## src/rtl/load_store_unit_pkg.sv

```systemverilog
// Shared encodings for the load/store unit: size codes, FSM states, default address width
// and lane-normalisation helpers used by the top and the load aligner.
package load_store_unit_pkg;

    localparam int unsigned LSU_ADDR_W = 32;

    typedef enum logic [1:0] {
        SZ_BYTE = 2'b00,
        SZ_HALF = 2'b01,
        SZ_WORD = 2'b10,
        SZ_RSVD = 2'b11
    } size_e;

    typedef enum logic [1:0] {
        ST_IDLE = 2'b00,
        ST_REQ  = 2'b01,
        ST_WAIT = 2'b10,
        ST_ERR  = 2'b11
    } state_e;

    // Half needs addr[0]==0, word (and reserved, treated as word) needs addr[1:0]==0.
    function automatic logic is_misaligned(input size_e size, input logic [1:0] lo);
        case (size)
            SZ_BYTE: return 1'b0;
            SZ_HALF: return lo[0];
            default: return (lo != 2'b00);
        endcase
    endfunction

    // Drops the low address bits an access of this size cannot use.
    function automatic logic [1:0] eff_lane(input size_e size, input logic [1:0] lo);
        case (size)
            SZ_BYTE: return lo;
            SZ_HALF: return {lo[1], 1'b0};
            default: return 2'b00;
        endcase
    endfunction

endpackage

```

## src/rtl/load_store_unit_load_align.sv

```systemverilog
// Load data aligner: picks the addressed byte/half lane from the returned word and
// sign- or zero-extends it to 32 bits; words pass through untouched.
module lsu_load_align
    import load_store_unit_pkg::*;
(
    input  logic [31:0] rdata,
    input  logic [1:0]  lane,
    input  size_e       size,
    input  logic        is_unsigned,
    output logic [31:0] result
);

    logic [7:0]  byte_sel;
    logic [15:0] half_sel;

    always_comb begin
        case (lane)
            2'd0:    byte_sel = rdata[7:0];
            2'd1:    byte_sel = rdata[15:8];
            2'd2:    byte_sel = rdata[23:16];
            default: byte_sel = rdata[31:24];
        endcase
        half_sel = lane[1] ? rdata[31:16] : rdata[15:0];

        case (size)
            SZ_BYTE: result = {{24{~is_unsigned & byte_sel[7]}}, byte_sel};
            SZ_HALF: result = {{16{~is_unsigned & half_sel[15]}}, half_sel};
            default: result = rdata;
        endcase
    end

endmodule

```

## src/rtl/load_store_unit.sv

```systemverilog
// Memory-access stage: one load/store at a time over a req/gnt/rvalid memory port, with
// register-file write-back for loads. Define LSU_MISALIGN_TRAP_EN to trap misaligned accesses.
module load_store_unit
    import load_store_unit_pkg::*;
#(
    parameter int unsigned ADDR_W = LSU_ADDR_W
) (
    input  logic              clk,
    input  logic              rst_n,
    input  logic              req_valid,
    output logic              req_ready,
    input  logic              req_we,
    input  logic [1:0]        req_size,
    input  logic              req_unsigned,
    input  logic [ADDR_W-1:0] req_addr,
    input  logic [31:0]       req_wdata,
    input  logic [4:0]        req_rd,
    output logic              mem_req,
    output logic              mem_we,
    output logic [ADDR_W-1:0] mem_addr,
    output logic [3:0]        mem_be,
    output logic [31:0]       mem_wdata,
    input  logic              mem_gnt,
    input  logic              mem_rvalid,
    input  logic [31:0]       mem_rdata,
    output logic              wb_we,
    output logic [4:0]        wb_rd,
    output logic [31:0]       wb_data,
    output logic              misalign_err,
    output logic              busy
);

    state_e            state_q,        state_d;
    size_e             size_q,         size_d;
    logic              unsigned_q,     unsigned_d;
    logic [1:0]        lane_q,         lane_d;
    logic [4:0]        rd_q,           rd_d;
    logic              mem_req_q,      mem_req_d;
    logic              mem_we_q,       mem_we_d;
    logic [ADDR_W-1:0] mem_addr_q,     mem_addr_d;
    logic [3:0]        mem_be_q,       mem_be_d;
    logic [31:0]       mem_wdata_q,    mem_wdata_d;
    logic              wb_we_q,        wb_we_d;
    logic [4:0]        wb_rd_q,        wb_rd_d;
    logic [31:0]       wb_data_q,      wb_data_d;
    logic              misalign_err_q, misalign_err_d;

    size_e       in_size;
    logic [1:0]  in_lane;
    logic [3:0]  st_be;
    logic [31:0] st_wdata;
    logic [31:0] load_result;

    lsu_load_align u_load_align (
        .rdata       (mem_rdata),
        .lane        (lane_q),
        .size        (size_q),
        .is_unsigned (unsigned_q),
        .result      (load_result)
    );

    // Store lane encoding on the incoming request.
    always_comb begin
        in_size = size_e'(req_size);
        in_lane = eff_lane(in_size, req_addr[1:0]);
        case (in_size)
            SZ_BYTE: begin
                st_be    = 4'b0001 << in_lane;
                st_wdata = {4{req_wdata[7:0]}};
            end
            SZ_HALF: begin
                st_be    = in_lane[1] ? 4'b1100 : 4'b0011;
                st_wdata = {2{req_wdata[15:0]}};
            end
            default: begin
                st_be    = 4'b1111;
                st_wdata = req_wdata;
            end
        endcase
    end

    always_comb begin
        // NOTE: every _d gets a default before the case so no path leaves it unassigned (no latches).
        state_d        = state_q;
        size_d         = size_q;
        unsigned_d     = unsigned_q;
        lane_d         = lane_q;
        rd_d           = rd_q;
        mem_req_d      = mem_req_q;
        mem_we_d       = mem_we_q;
        mem_addr_d     = mem_addr_q;
        mem_be_d       = mem_be_q;
        mem_wdata_d    = mem_wdata_q;
        wb_we_d        = 1'b0;
        wb_rd_d        = wb_rd_q;
        wb_data_d      = wb_data_q;
        misalign_err_d = 1'b0;

        case (state_q)
            ST_IDLE: begin
                if (req_valid) begin
                    size_d      = in_size;
                    unsigned_d  = req_unsigned;
                    lane_d      = in_lane;
                    rd_d        = req_rd;
                    mem_we_d    = req_we;
                    mem_addr_d  = {req_addr[ADDR_W-1:2], 2'b00};
                    mem_be_d    = req_we ? st_be : 4'b1111;
                    mem_wdata_d = st_wdata;
`ifdef LSU_MISALIGN_TRAP_EN
                    if (is_misaligned(in_size, req_addr[1:0])) begin
                        state_d        = ST_ERR;
                        misalign_err_d = 1'b1;
                    end else begin
                        state_d   = ST_REQ;
                        mem_req_d = 1'b1;
                    end
`else
                    state_d   = ST_REQ;
                    mem_req_d = 1'b1;
`endif
                end
            end
            ST_REQ: begin
                if (mem_gnt) begin
                    mem_req_d = 1'b0;
                    state_d   = mem_we_q ? ST_IDLE : ST_WAIT;
                end
            end
            ST_WAIT: begin
                if (mem_rvalid) begin
                    wb_data_d = load_result;
                    wb_rd_d   = rd_q;
                    wb_we_d   = (rd_q != 5'd0);
                    state_d   = ST_IDLE;
                end
            end
`ifdef LSU_MISALIGN_TRAP_EN
            ST_ERR: state_d = ST_IDLE;
`endif
            default: state_d = ST_IDLE;
        endcase
    end

    // NOTE: reset is synchronous, and all state updates use non-blocking assignment.
    always_ff @(posedge clk) begin
        if (!rst_n) begin
            state_q        <= ST_IDLE;
            size_q         <= SZ_BYTE;
            unsigned_q     <= 1'b0;
            lane_q         <= 2'b00;
            rd_q           <= 5'd0;
            mem_req_q      <= 1'b0;
            mem_we_q       <= 1'b0;
            mem_addr_q     <= '0;
            mem_be_q       <= 4'b0000;
            mem_wdata_q    <= 32'h0;
            wb_we_q        <= 1'b0;
            wb_rd_q        <= 5'd0;
            wb_data_q      <= 32'h0;
            misalign_err_q <= 1'b0;
        end else begin
            state_q        <= state_d;
            size_q         <= size_d;
            unsigned_q     <= unsigned_d;
            lane_q         <= lane_d;
            rd_q           <= rd_d;
            mem_req_q      <= mem_req_d;
            mem_we_q       <= mem_we_d;
            mem_addr_q     <= mem_addr_d;
            mem_be_q       <= mem_be_d;
            mem_wdata_q    <= mem_wdata_d;
            wb_we_q        <= wb_we_d;
            wb_rd_q        <= wb_rd_d;
            wb_data_q      <= wb_data_d;
            misalign_err_q <= misalign_err_d;
        end
    end

    assign req_ready    = (state_q == ST_IDLE);
    assign busy         = (state_q != ST_IDLE);
    assign mem_req      = mem_req_q;
    assign mem_we       = mem_we_q;
    assign mem_addr     = mem_addr_q;
    assign mem_be       = mem_be_q;
    assign mem_wdata    = mem_wdata_q;
    assign wb_we        = wb_we_q;
    assign wb_rd        = wb_rd_q;
    assign wb_data      = wb_data_q;
    assign misalign_err = misalign_err_q;

endmodule

```

## config.mk

```make
export PLATFORM = sky130hd
export DESIGN_NAME = load_store_unit
export DESIGN_NICKNAME = d
export VERILOG_FILES = /design/src/rtl/load_store_unit_pkg.sv /design/src/rtl/load_store_unit_load_align.sv /design/src/rtl/load_store_unit.sv
export SDC_FILE = /design/constraint.sdc
export NUM_CORES = 1
export LEC_CHECK = 0
export ABC_CLOCK_PERIOD_IN_PS = 1600
export BUFFER_PORTS_ARGS = -buffer_cell sky130_fd_sc_hd__buf_2
export CAP_MARGIN = 40
export CORE_MARGIN = 4
export CORE_UTILIZATION = 43
export DETAILED_ROUTE_END_ITERATION = 8
export GPL_TIMING_DRIVEN = 0
export PLACE_DENSITY = 0.76
export SYNTH_ARGS = -nofsm -noshare
export SYNTH_HDL_FRONTEND = slang
export SYNTH_SLANG_ARGS = --single-unit
```

## constraint.sdc

```tcl
create_clock -name clk -period 1.6 [get_ports clk]
set_input_delay 0.16 -clock clk [delete_from_list [all_inputs] [get_ports clk]]
set_output_delay 0.16 -clock clk [all_outputs]
set_load 0.05 [all_outputs]
```

==> reports/qor.csv <==
metric,value,unit
holdWs,13.86,ps
drv_cap,0,
globalplace.congestion,0.9241,
use_met3,0.08023,
cp-start-kind,flop,
cts_max_level,4,
tightest_slew,623.1,ps
wl_per_cell,17.10,um
rr_worst_depth,7,
final_common_cell,buf_2,
postSynthCellCount,624,
wirelength,17.96,mm
num_vias,5671,
synth.avg_cell_area,8.359,um2
yosysUniqueCellTypes,41,
holdCritStartpoint,req_addr[22],
finalClockSkew,10.32,ps
final_cell_mix,"219 x buf_2, 164 x nand2_1, 113 x dfxtp_1",
status,"complete, but fails checks",
r2r_slack,-80,ps
rsz0062_at_grt,true,
slew_headroom,0.5831,
num_io_pins,221,
p_int,5.855,mW
clk_pin_slew,50,ps
startpoint,lane_q[0],
cts_tree,yes,
numPortBuffers,215,
rows,39,
synth-seq-cells,118,
clk_latency,410,ps
dr.first_iter.drc_count,427,
die_y,118.1,um
holdPathEnd,mem_addr[22],
power.density,1093,nW/um2
ant_nets,0,
start_util,0.4473,
antenna_found_initial,0,
clockRootBuffer,clkbuf_16,
drv_slew,0,
worstPathRequired,1890,ps
cts_buffers,17,
combPwrFrac,0.200,
violations,setup timing,
path_max_fanout,5,
n_antenna_cell,0,
clkPwrFrac,0.416,
met2_usage,0.4241,
drc,0,
fmax,596.3,MHz
critPathKind,flop to flop,
die_area,13960,um2
finalWorstSetupSlack,-76.98,ps
grt_overflow_total,0,
min_period,1677,ps
viasPerCell,5.401,
cts.path.max_buffers,2,
cts.sinks,118,
synthesis.area,5216,um2
sw_frac_of_total,0.2970,
hpwl,12.98,mm
holdPathStages,3,
ys_warn_count,0,
p_leak,3.592,nW
worstSetupEndpointType,flop,
finalSetupViolCount,16,
synth-seq-area-share,0.4529,
finalSetupTns,-952.0,ps
finalCritPeriodShare,1.048,
nets,1007,
arrival,1970,ps
grt_util_met1,0.3010,
syn_to_final_growth,46.05,%
p_sw,2.473,mW
min_path_type,input pin to flop,
grt_pass1_vias,5550,
grt_use_total,0.2525,
coreArea,11660,um2
die_width,118.1,um
grt_pass1_wl,28.38,mm
vdd_drop_max,0.9498,mV
power_frac_seq,0.384,
grt-busiest-layer,met2,
grt_max_degree,17,
r2r_end,wb_data[22],
drtPass1Iterations,5,
r2r-start,lane_q[0],
finalHoldViolations,0,
layout-drive-gt1-share,0.3660,
[worst max path at each step]
stage | end | depth (start not counted) | slack, ps
after detailed placement | wb_data[9] | 5 | -280
after CTS | wb_data[22] | 7 | -100
after global placement | wb_data[8] | 5 | -260
final | wb_data[22] | 7 | -80
after floorplan | wb_data[20] | 6 | 1
after global routing | wb_data[23] | 7 | -110
[stage by stage]
stage	power (mW)	worst slack, ps	cell area (um2)	cells	util
CTS	8.344	-101.0	7497	1044	0.6428
global route	8.655	-112.9	7619	1050	0.6533
global placement	4.773	-262.2	6502	984	0.5576
finish	8.328	-76.98	7619	1050	0.6533
detailed placement	4.784	-278.3	6502	984	0.5576
floorplan	4.289	0.9802	5248	626	-
[power by group through the flow]
stage	Combinational [mW]	Clock [mW]	Sequential [mW]
after CTS	1.63	3.52	3.20
after global placement	1.52	0	3.25
after floorplan	0.539	0	3.75
after global routing	1.77	3.66	3.22
final	1.66	3.46	3.20
after detailed placement	1.53	0	3.25
[logic make-up after synthesis]
logic type | after synthesis | share of synthesized area
flops | 118 | 0.4529
compound gates | 202 | 0.2655
mux | 26 | 0.05109
buf+inv | 64 | 0.05325
other cells | 1 | 0.0007189
simple gates | 213 | 0.1765
[area by class of cell]
cell class / instances / area [um2]
Buffer: 56 / 321.6
Multi-Input combinational cell: 444 / 2738
Inverter: 7 / 26.28
Tap cell: 143 / 178.9
Clock buffer: 24 / 481.7
Sequential cell: 118 / 2374
Timing Repair Buffer: 253 / 1449
Fill cell: 997 / 4044
Clock inverter: 5 / 50.05
[Yosys cell counts (all sizes together)]
library cell  instances  area, um2
o311a                 1      10.01
a32o                  1      10.01
or4b                  6      60.06
and2                  2      12.51
clkbuf               38      143.9
a22o                  8      70.07
a22oi                 7      52.55
conb                  1      3.750
o21ai                56      280.3
nor4b                 1      8.760
or3                   1      6.260
a31o                  6      52.55
dfxtp               118       2362
mux2i                24      240.2
nand2               164      615.6
a21boi               62      465.5
nor2b                 2      12.51
buf                  19      107.6
nand3b                2      15.01
o21a                  1      7.510
a21oi                32      160.2
o211a                16      160.2
inv                   7      26.28
nor3b                 4      30.03
o21bai                2      15.01
o2111a                1      11.26
nand2b                6      37.54
nand3                15      75.07
and3b                 1      8.760
a221oi                7      61.31
nor3                  4      20.02
o31ai                 2      28.78
nor2                  5      18.77
mux2                  2      26.27
[timing repair]
action / CTS / global route
pin swaps: 4 / 5
hold buffers: 24 / 0
buffers inserted: 7 / 6
gates cloned: 1 / 0
resized for setup: 51 / 39
endpoints found under the hold margin: 24 / 0
endpoints found under the setup margin: 62 / 97
[critical path, stage by stage, from the launching register on]
cell and delay [ps]:
dfxtp_2 320, buf_6 110, mux2_4 290, a32o_2 320, o31ai_4 190, buf_6 160
buf_6 120, a21oi_1 70
[per-layer routing]
metal | wire, um | up-vias
met4 | 464 | 0
met2 | 8624 | 295
li1 | - | 2713
met5 | 0 | -
met1 | 7145 | 2622
met3 | 1723 | 41
[sequential cells by signal, indices dropped and copies added, names as in the netlist, 2 cells and up]
name,cells
state_q,2
rd_q,5
wb_rd,5
lane_q,2
size_q,2
mem_wdata,32
mem_be,4
mem_addr,30
wb_data,32
Power figures use the tool's default switching activity.
